===== src/rtl/core_csr_unit.sv =====
// core_csr_unit: CSR block holding the non-cacheable address windows, a keyed
// watchdog with sticky status, and a free-running 64-bit cycle counter.
// Ports:
//   clk, rst_n                       core clock, async active-low reset
//   csr_req/we/addr/wdata            single-cycle CSR access (word index)
//   csr_ack/rdata/err                registered response, one cycle after request
//   ncache_base/mask/en              window i at [32i+31:32i] (en bit i)
//   wdt_timeout                      one-cycle pulse per watchdog expiry
//   wdt_expired                      sticky expiry level (STATUS[0])
module core_csr_unit #(
  parameter int unsigned NREGION     = 2,
  parameter int unsigned TIMER_W     = 32,
  parameter logic [31:0] NC_BASE_RST = 32'h8000_0000,
  parameter logic [31:0] NC_MASK_RST = 32'hF000_0000,
  parameter logic [31:0] WDT_KEY     = 32'h5A5A_A5A5
) (
  input  logic                      clk,
  input  logic                      rst_n,
  input  logic                      csr_req,
  input  logic                      csr_we,
  input  logic [7:0]                csr_addr,
  input  logic [31:0]               csr_wdata,
  output logic                      csr_ack,
  output logic [31:0]               csr_rdata,
  output logic                      csr_err,
  output logic [32*NREGION-1:0]     ncache_base,
  output logic [32*NREGION-1:0]     ncache_mask,
  output logic [NREGION-1:0]        ncache_en,
  output logic                      wdt_timeout,
  output logic                      wdt_expired
);

  localparam int unsigned DATA_W = 32;
  localparam int unsigned CYC_W  = 64;
  localparam int unsigned A_WIN  = 16;

  localparam logic [7:0] A_ID     = 8'h00;
  localparam logic [7:0] A_CTRL   = 8'h01;
  localparam logic [7:0] A_LOAD   = 8'h02;
  localparam logic [7:0] A_KICK   = 8'h03;
  localparam logic [7:0] A_COUNT  = 8'h04;
  localparam logic [7:0] A_STATUS = 8'h05;
  localparam logic [7:0] A_CYC_LO = 8'h06;
  localparam logic [7:0] A_CYC_HI = 8'h07;
  localparam logic [7:0] A_NC_EN  = 8'h08;

  logic [DATA_W-1:0]  r_base [NREGION];
  logic [DATA_W-1:0]  r_mask [NREGION];
  logic [NREGION-1:0] r_nc_en;
  logic               r_wdt_en;
  logic [TIMER_W-1:0] r_load;
  logic [TIMER_W-1:0] r_count;
  logic [1:0]         r_status;
  logic [CYC_W-1:0]   r_cycle;
  logic [DATA_W-1:0]  r_shadow;

  logic               w_wr;
  logic               w_rd;
  logic               w_kick_ok;
  logic               w_kick_bad;
  logic               w_en_rise;
  logic               w_sts_wr;
  logic               w_expire;
  logic               w_hit;
  logic [DATA_W-1:0]  w_rdata;

  // Access decode and watchdog event qualifiers
  assign w_wr       = csr_req & csr_we;
  assign w_rd       = csr_req & ~csr_we;
  assign w_kick_ok  = w_wr && (csr_addr == A_KICK) && (csr_wdata == WDT_KEY);
  assign w_kick_bad = w_wr && (csr_addr == A_KICK) && (csr_wdata != WDT_KEY);
  assign w_en_rise  = w_wr && (csr_addr == A_CTRL) && csr_wdata[0] && !r_wdt_en;
  assign w_sts_wr   = w_wr && (csr_addr == A_STATUS);
  // A valid kick in the same cycle suppresses expiry
  assign w_expire   = r_wdt_en && (r_count == '0) && !w_kick_ok;

  // Read mux; w_hit low flags an unmapped address
  always_comb begin
    w_rdata = '0;
    w_hit   = 1'b1;
    case (csr_addr)
      A_ID:     w_rdata = {16'h5E1E, 8'(NREGION), 8'(TIMER_W)};
      A_CTRL:   w_rdata = {31'd0, r_wdt_en};
      A_LOAD:   w_rdata = 32'(r_load);
      A_KICK:   w_rdata = '0;
      A_COUNT:  w_rdata = 32'(r_count);
      A_STATUS: w_rdata = {30'd0, r_status};
      A_CYC_LO: w_rdata = r_cycle[31:0];
      A_CYC_HI: w_rdata = r_shadow;
      A_NC_EN:  w_rdata = 32'(r_nc_en);
      default: begin
        w_hit = 1'b0;
        for (int i = 0; i < NREGION; i++) begin
          if (csr_addr == 8'(A_WIN + 2*i)) begin
            w_rdata = r_base[i];
            w_hit   = 1'b1;
          end
          if (csr_addr == 8'(A_WIN + 2*i + 1)) begin
            w_rdata = r_mask[i];
            w_hit   = 1'b1;
          end
        end
      end
    endcase
  end

  // All architectural state and registered outputs
  always_ff @(posedge clk or negedge rst_n) begin
    if (!rst_n) begin
      csr_ack     <= 1'b0;
      csr_err     <= 1'b0;
      csr_rdata   <= '0;
      wdt_timeout <= 1'b0;
      r_wdt_en    <= 1'b0;
      r_load      <= '1;
      r_count     <= '1;
      r_status    <= '0;
      r_cycle     <= '0;
      r_shadow    <= '0;
      r_nc_en     <= NREGION'(1);
      for (int i = 0; i < NREGION; i++) begin
        r_base[i] <= (i == 0) ? NC_BASE_RST : '0;
        r_mask[i] <= (i == 0) ? NC_MASK_RST : '0;
      end
    end else begin
      csr_ack   <= csr_req;
      csr_err   <= csr_req & ~w_hit;
      csr_rdata <= w_rd ? w_rdata : '0;

      r_cycle <= r_cycle + 64'd1;
      // Snapshot the upper half so a following HI read pairs with this LO read
      if (w_rd && (csr_addr == A_CYC_LO)) r_shadow <= r_cycle[63:32];

      if (w_wr && (csr_addr == A_CTRL))  r_wdt_en <= csr_wdata[0];
      if (w_wr && (csr_addr == A_LOAD))  r_load   <= csr_wdata[TIMER_W-1:0];
      if (w_wr && (csr_addr == A_NC_EN)) r_nc_en  <= csr_wdata[NREGION-1:0];
      for (int i = 0; i < NREGION; i++) begin
        if (w_wr && (csr_addr == 8'(A_WIN + 2*i)))     r_base[i] <= csr_wdata;
        if (w_wr && (csr_addr == 8'(A_WIN + 2*i + 1))) r_mask[i] <= csr_wdata;
      end

      // Watchdog counter: reload on enable edge or kick, else count down and
      // reload on expiry so the dog keeps running
      if (w_en_rise || w_kick_ok) begin
        r_count <= r_load;
      end else if (r_wdt_en) begin
        r_count <= (r_count == '0) ? r_load : r_count - TIMER_W'(1);
      end

      wdt_timeout <= w_expire;
      // Sticky W1C status; a same-cycle set wins over the clear
      r_status[0] <= (r_status[0] & ~(w_sts_wr & csr_wdata[0])) | w_expire;
      r_status[1] <= (r_status[1] & ~(w_sts_wr & csr_wdata[1])) | w_kick_bad;
    end
  end

  // Flatten window registers onto the output buses
  for (genvar g = 0; g < NREGION; g++) begin : g_win
    assign ncache_base[32*g +: 32] = r_base[g];
    assign ncache_mask[32*g +: 32] = r_mask[g];
  end
  assign ncache_en   = r_nc_en;
  assign wdt_expired = r_status[0];

endmodule


===== config.mk =====
export PLATFORM = sky130hd
export DESIGN_NAME = core_csr_unit
export DESIGN_NICKNAME = d
export VERILOG_FILES = /design/src/rtl/core_csr_unit.sv
export SDC_FILE = /design/constraint.sdc
export NUM_CORES = 1
export LEC_CHECK = 0
export BUFFER_PORTS_ARGS = -buffer_cell sky130_fd_sc_hd__buf_4
export CORE_MARGIN = 2
export CORE_UTILIZATION = 50
export DETAILED_ROUTE_END_ITERATION = 10
export PLACE_DENSITY = 0.73
export REMOVE_ABC_BUFFERS = 1
export SKIP_CTS_REPAIR_TIMING = 1
export SLEW_MARGIN = 10
export SYNTH_ARGS = -nofsm -noshare
export SYNTH_HDL_FRONTEND = slang
export SYNTH_SLANG_ARGS = --single-unit

===== constraint.sdc =====
create_clock -name clk -period 6.93 [get_ports clk]
set_clock_uncertainty 0.15 [all_clocks]
set_input_delay 0.693 -clock clk [delete_from_list [all_inputs] [get_ports clk]]
set_output_delay 0.693 -clock clk [all_outputs]
set_load 0.02 [all_outputs]

==> results of run 1 <==
## final timing paths
kind / to
worst max-delay path: r_count[11]
worst min-delay path: ncache_mask[60]
worst max register to register: r_count[5]
worst min register to register: r_cycle[35]
max in group asynchronous: ncache_mask[13]
min in group clk: csr_ack
## stage by stage
stage	instances	power, W	utilization	instance area [um2]
after global placement	1797	0.002319	0.5714	17480
final	1863	0.004251	0.6110	18690
after global routing	1863	0.004380	0.6110	18690
after detailed placement	1797	0.002325	0.5714	17480
after floorplan	1179	0.002150	-	15270
after CTS	1863	0.004277	0.6110	18690
## critical path, stage by stage
cell and delay, ps:
sky130_fd_sc_hd__buf_4 130, sky130_fd_sc_hd__nor4bb_1 630, sky130_fd_sc_hd__nand4_1 310, sky130_fd_sc_hd__or3_1 500
sky130_fd_sc_hd__nand3b_1 860, sky130_fd_sc_hd__buf_4 390, sky130_fd_sc_hd__o21ai_0 130, sky130_fd_sc_hd__a211o_1 340
## layout by cell type, fill, tap and decap left out, types with 15 or more instances in the layout
cell type / instances
sky130_fd_sc_hd__dfstp_2: 70
sky130_fd_sc_hd__nand3_1: 44
sky130_fd_sc_hd__xor2_1: 24
sky130_fd_sc_hd__buf_4: 220
sky130_fd_sc_hd__mux4_2: 33
sky130_fd_sc_hd__a22oi_1: 30
sky130_fd_sc_hd__and3_1: 23
sky130_fd_sc_hd__xnor2_1: 38
sky130_fd_sc_hd__nor2_1: 65
sky130_fd_sc_hd__nor3_1: 26
sky130_fd_sc_hd__a21oi_1: 21
sky130_fd_sc_hd__mux2_2: 157
sky130_fd_sc_hd__inv_1: 30
sky130_fd_sc_hd__nand2_1: 69
sky130_fd_sc_hd__dfrtp_1: 258
sky130_fd_sc_hd__mux2_1: 50
sky130_fd_sc_hd__nand4_1: 20
sky130_fd_sc_hd__clkbuf_16: 37
sky130_fd_sc_hd__mux2i_1: 34
sky130_fd_sc_hd__nor4_1: 15
## final cells by class
cell class              instances  area (um2)  area share
clock buffers                  53        1056     0.05650
clock inverters                13       153.9    0.008235
inverters                      30       112.6    0.006025
multi-input cells             821        6889      0.3686
flip-flops and latches        328        8295      0.4439
well taps                     396       495.5     0.02651
repair buffers                222        1687     0.09025
## power by group through the flow
| stage | Combinational (W) | Clock, W | Sequential (W) |
|---|---|---|---|
| 2_1_floorplan | 0.0000987 | 0 | 0.00205 |
| 3_3_place_gp | 0.000283 | 0 | 0.00204 |
| 3_5_place_dp | 0.000287 | 0 | 0.00204 |
| 4_1_cts | 0.000289 | 0.00198 | 0.00201 |
| 5_1_grt | 0.000311 | 0.00206 | 0.00201 |
| 6_report | 0.000286 | 0.00196 | 0.00201 |
## synth_stat cells, drive strengths merged (2+ instances only)
library cell,n
dfrtp,258
mux2,207
nand2,71
dfstp,70
nor2,66
nand3,46
clkbuf,39
xnor2,38
mux2i,34
mux4,33
a21oi,30
a22oi,30
inv,30
buf,29
nor3,28
and3,24
xor2,24
o21ai,21
nand4,20
nor4,18
a222oi,11
a2bb2oi,11
a22o,10
o22ai,10
nand2b,8
nor4bb,8
a211oi,6
or4,6
a31oi,5
and4,5
nand3b,5
o221a,5
and2,4
or2,4
a211o,3
a32oi,3
ha,3
nand4b,3
nor2b,3
nor3b,2
nor4b,2
o211a,2
or3,2
## per-layer routing
layer	GRT usage	share of wire	vias up	wire length (um)
met1	0.3732	0.42	5851	18320
met2	0.4060	0.46	493	20050
met4	0.08258	0.031	0	1341
met3	0.06043	0.087	90	3769
met5	0	0	-	0
li1	-	-	5016	-
## registers in the layout, summed over array words and instances, names as in the netlist
name,cells
ncache_en,2
csr_rdata,32
ncache_base,64
csr_err,1
ncache_mask,64
r_count,32
r_shadow,32
r_wdt_en,1
csr_ack,1
r_load,32
wdt_timeout,1
r_status,2
r_cycle,64
## cells by family (layout without fill, tap and decap cells)
group	count (synthesis)	after routing	synth area share
fa+ha+maj	3	3	0.002413
xor+xnor	62	62	0.03490
flops	328	328	0.5332
simple gates	326	326	0.1104
buf+inv	98	318	0.02541
compound gates	156	156	0.07415
mux	274	274	0.2195
==> results summary, run 1 <==
The number of cell instances on the worst register-to-register path is 6. The congestion estimate from routability-driven global placement came to 0.8962. The count of nets left with antenna violations after detail routing came out at 0.

The slack of the critical path is 3231 ps. The worst-margin pin slew is 1227 ps. The share of total power dissipated in the clock network is 0.460. The achievable frequency is 270.3 MHz. In this run the register-to-register setup slack is 3470 ps. The cell area power density came out at 227.5 nW/um2. The post-detailed-route wirelength per cell is 23.34 um. The area of the core came out at 30590 um2. The final count of hold timing violations came out at 0. Across the run, the number of max-cap violations was 0. Entering global routing, the biggest net connects 198 pins.

Setup repair after global routing left no endpoint under its margin. The residual overflow from global routing is 0. Setup violations remaining at the end of the flow were counted as 0. The share of total power in sequential cells came out at 0.472. The number of violations reported at the end of detailed-routing iteration 0 is 1059. The flow ran to the end, and the final reports show no timing, DRC or antenna violations. The total of warnings raised by yosys came out at 0. The clock sink total is 328.

The combinational power share came out at 0.067. The wire length of the first global-routing pass came out at 67310 um. The die span in y came out at 180.4 um. The proportion of netlist area held by the largest area contributor is 0.4150. The top-level I/O count is 210.

The count of standard-cell rows came out at 64. The layout-stage area growth over the synthesis result is 20.13%. The flop and latch count out of synthesis is 328. The number of distinct standard cells referenced by the synthesized netlist is 65. The initial utilization of the core area, before any placement, comes to 0.5086. The routed via count divided by cell count is 6.146. After legalization and detailed placement, the total HPWL measured 29150 um.

The min-delay analysis places its worst path in the category in -> async. The internal cell power came out at 0.003254 W. Across every metal layer, demand over resource in global routing totals 0.2634. The largest driver fanout on the critical path came out at 29. The clock latency at the later pin of the worst-skew pair is 520 ps. STA classifies the critical path endpoint as a register.

The number of buffers created by CTS came out at 37. Of the total power, the share spent switching nets is 0.2345. The worst pin sits at a relative slew slack of 0.1789. The post-synthesis area per instance came out at 12.48 um2. The number of pins exceeding their max-slew limit in the final report came out at 0. The worst register-to-register path begins at r_count[4].

After filler insertion, the fill cell instance count of the layout stands at 2451. The fraction of final layout cells sized beyond drive strength 1 came out at 0.3858. The number of global-route vias before repair came out at 11370.

The final hold slack is 113.4 ps. Of the synthesized area, sequential elements account for 0.5332. The net switching power of the design came out at 0.0009968 W. The die is 180.4 um wide. The number of H-tree levels is 2. The maximum buffer depth of the clock tree is 3. In this run the static leakage power is 8.968 nW. In this run, synthesis inferred 0 flip-flops with an integrated enable.

The iteration count of the initial detailed-routing pass is 5. The floorplan step defined a die boundary enclosing 32540 um2. In the synthesized netlist the dominant register cell turns out to be sky130_fd_sc_hd__dfrtp_1. The tree is rooted in a sky130_fd_sc_hd__clkbuf_16.

The worst slack after detailed placement is 2809 ps. After clock tree synthesis, the clock-pin slew on the worst setup and hold paths is 60 ps. The number of I/O port buffers came out at 209.

For the finished layout, the period the worst path requires is 3699 ps. The net count of the finished layout is 1487. The most critical setup path has its startpoint at csr_wdata[24]. The initial antenna violation count came out at 0. The worst setup path is launched from an input port. The remaining design rule violation count is 0. The accumulated negative setup slack is 0 ps. TritonCTS built the clock tree.

The worst vdd rail ir drop is 0.0002036 V. The share of the clock period used by the worst path after layout came out at 0.5338. The routed layout has 11450 vias. The worst path required time is 7230 ps. The count of inserted antenna diode cells is 0. Summed over all instances, the cell type with the most area after synthesis is sky130_fd_sc_hd__dfrtp_1. The post-synthesis async set-or-reset flop share came out at 1.000. The critical path start-end classification is in -> reg. The mapped netlist covers 15560 um2. The routed wire length came out at 43490 um. The instance count of the mapped netlist came out at 1247.

By area the synthesized netlist is led by sky130_fd_sc_hd__dfrtp_1 41%, sky130_fd_sc_hd__dfstp_2 12%, sky130_fd_sc_hd__mux2_2 11%. The signal arrival time at the worst endpoint is 4000 ps.
Power figures use the tool's default switching activity.
==> inputs of run 2 (changes only) <==
- clock period: 6.93 -> 3.75 ns (I/O delays scaled with it)
==> run 2 against run 1 <==
Compared with the run above:
- the flow now finishes with violations (negative hold slack)
- sequential cell count unchanged
- power rose by 83%
- worst setup slack got worse by 3100 ps
- sequential power is 85% higher
- global-route usage grew 1.4 points
- combinational power is 93% higher
- design area is 2.2% higher
- core utilization rose by 1.3 points
- cell count up 2.4%
- hold slack worse by 130 ps
- largest power group unchanged
==> results summary, run 2 (synthesis gave the netlist of run 1 again) <==
The remaining design rule violation count came to 0 (unchanged). In the layout the commonest cells are 258 x sky130_fd_sc_hd__dfrtp_1, 241 x sky130_fd_sc_hd__buf_4, 157 x sky130_fd_sc_hd__mux2_2. The worst-margin pin slew is 920.2 ps (-307.0 ps). The start of the worst register-to-register path is r_count[10]. The initial antenna violation count is 0 (unchanged). The overall via count from detail_route came out at 11610 (+1.4%). The number of global-route vias before repair came out at 11630 (+2.3%). The global routing stage identified its most utilized layer as met2. The wire length of the first global-routing pass is 70500 um (+4.7%). The worst flop-to-flop path endpoint is r_count[13]. The layout-stage area growth over the synthesis result is 22.75%. The cell area power density came to 406.7 nW/um2 (+79%). The worst vdd rail ir drop came out at 0.0003574 V (+76%). The clock latency at the later pin of the worst-skew pair came out at 520 ps (about the same).

The tree is rooted in a sky130_fd_sc_hd__clkbuf_16. The met3 track demand over resource in global routing is 0.05659 (-0.003840). The die span in y came out at 180.4 um (unchanged). The iteration count of the initial detailed-routing pass was 5 (unchanged). The number of I/O port buffers came out at 209 (unchanged). The total power consumption of the routed design came to 0.007766 W (+83%). The maximum buffer depth of the clock tree is 3 (unchanged). The count of nets after finishing is 1531 (+3.0%).

The residual overflow from global routing is 0 (unchanged). The routed via count divided by cell count is 6.086 (-0.98%). The fraction of final layout cells sized beyond drive strength 1 came out at 0.3882 (+0.002406).

The top-level I/O count is 210 (unchanged). The number of inserted filler cells in the final layout came to 2416 (-1.4%). The core occupancy in the finished layout is 0.6243 (+0.01333). The signal arrival time at the worst endpoint came to 3910 ps (-90 ps). The area enclosed by the die boundary came to 32540 um2 (unchanged). The routability congestion estimate is 0.9393 (+4.8%).

Static timing analysis puts the maximum clock frequency at 277.7 MHz. The number of violations reported at the end of detailed-routing iteration 0 is 1175 (+11%). The half-perimeter wire length after placement came to 31120 um (+6.8%). The met2 track utilization from global routing came out at 0.4243 (+0.01832).

The total routing resource utilization after global routing came to 0.2772 (+0.01375). The number of pins exceeding their max-slew limit in the final report is 0 (unchanged). The maximum number of pins on one net before global-route repair came out at 89 (-55%).

The most frequent standard cell in the layout excluding fill and tap cells is sky130_fd_sc_hd__dfrtp_1. The final count of hold timing violations is 15 (+15). The hold-critical path endpoint is ncache_mask[14]. The minimum setup slack among reg-to-reg paths is 730 ps (-2740 ps). The post-detailed-route wirelength per cell was 23.82 um (+2.0%). Along the worst hold path, the cell count comes to 2. The clock tree from TritonCTS is built. The routed wire length came to 45450 um (+4.5%). The number of setup violations in the final report is 0 (unchanged). The final hold slack is -18.59 ps (-132.0 ps). The effective utilization at floorplan was 0.5086 (unchanged).

The count of nets left with antenna violations after detail routing is 0 (unchanged). The post-placement cell count was 1822 (+1.4%). The clock sink total came out at 328 (unchanged).

The critical path is of the in -> reg type. The accumulated negative setup slack came out at 0 ps (unchanged). The horizontal extent of the die was 180.4 um (unchanged). The clock transition at the registers of the reported paths came out at 60 ps (about the same). In this run the worst hold path is classified as in -> reg. The count of inserted antenna diode cells is 0 (unchanged). The largest driver fanout on the critical path is 14 (-52%). In this run the most critical hold path is launched from csr_wdata[14].

The share of the clock period used by the worst path after layout is 0.9602. The area of the core is 30590 um2 (unchanged). The leakage power is 9.185 nW (+2.4%). The number of H-tree levels is 2 (unchanged). The flow ran to the end, but the final reports show violations.

The final instance count without filler cells is 1908 (+2.4%). The checks that failed: negative hold slack. The number of buffers created by CTS was 36 (-2.7%). The global routing met1 resource utilization is 0.4067 (+0.03349). The worst relative slew slack came to 0.3809 (+0.2020). STA classifies the critical path startpoint as an input port.

The final critical path time including I/O delays and setup came out at 3601 ps. STA classifies the critical path endpoint as a register. The count of standard-cell rows was 64 (unchanged). The number of cell instances on the worst register-to-register path came out at 7 (+1). The worst path required time came out at 4060 ps (-3170 ps).

Setup repair after global routing left no endpoint under its margin. The max-cap check violation count came to 0 (unchanged).
run 2: changes by cell type in the layout (fill, tap and decap cells not counted), moves of 2 or more:
cell	delta
sky130_fd_sc_hd__buf_4	+21
sky130_fd_sc_hd__buf_12	+4
sky130_fd_sc_hd__inv_6	-3
sky130_fd_sc_hd__clkbuf_1	+3
sky130_fd_sc_hd__dlygate4sd3_1	+20
sky130_fd_sc_hd__bufinv_16	-2
run 2: cell type report:
type / count / area (um2) / area share
timing repair buffer: 267 / 2125 / 0.1112
tap: 396 / 495.5 / 0.02595
inverter: 30 / 112.6 / 0.005897
sequential: 328 / 8295 / 0.4344
clock inverter: 8 / 76.32 / 0.003997
clock buffer: 58 / 1106 / 0.05792
multi-input combinational: 821 / 6887 / 0.3606
run 2: metrics by stage:
stage	setup WS [ps]	hold slack, ps	cell area, um2
after detailed placement	238.3	253.7	17710
after CTS	750.7	-281.4	18900
after global placement	221.3	259.5	17710
final	149.4	-18.59	19100
after global routing	82.00	0.06334	19100
after floorplan	-596.2	-70.59	15270
run 2: power by group:
group / internal (W) / total [W] / switching [W] / leakage, nW
Sequential: 0.00363 / 0.00371 / 0.0000777 / 4.30
Combinational: 0.000227 / 0.000552 / 0.000325 / 4.30
Clock: 0.00209 / 0.00350 / 0.00141 / 0.584
run 2: per-layer routing:
layer	vias up	wire, um
met1	5983	19720
met2	465	20870
met5	-	0
li1	5098	-
met4	0	1124
met3	66	3735
run 2: critical path: stages:
cell                            delay, ps
sky130_fd_sc_hd__dlygate4sd3_1        540
sky130_fd_sc_hd__buf_4                160
sky130_fd_sc_hd__nor4bb_1             780
sky130_fd_sc_hd__nand4_1              360
sky130_fd_sc_hd__or3_1                510
sky130_fd_sc_hd__and3b_1              370
sky130_fd_sc_hd__buf_4                290
sky130_fd_sc_hd__nor4_1               300
sky130_fd_sc_hd__a221o_1              210
run 2: how the worst max path moves through the flow:
stage / startpoint / to / slack [ps] / cells after the start
after detailed placement: csr_wdata[29] / r_count[14] / 240 / 8
after global routing: csr_wdata[29] / r_count[5] / 80 / 9
final: csr_wdata[29] / r_count[5] / 150 / 9
after floorplan: csr_addr[3] / ncache_mask[32] / -600 / 6
after global placement: csr_wdata[29] / r_count[16] / 220 / 8
after CTS: r_count[10] / r_count[14] / 750 / 7
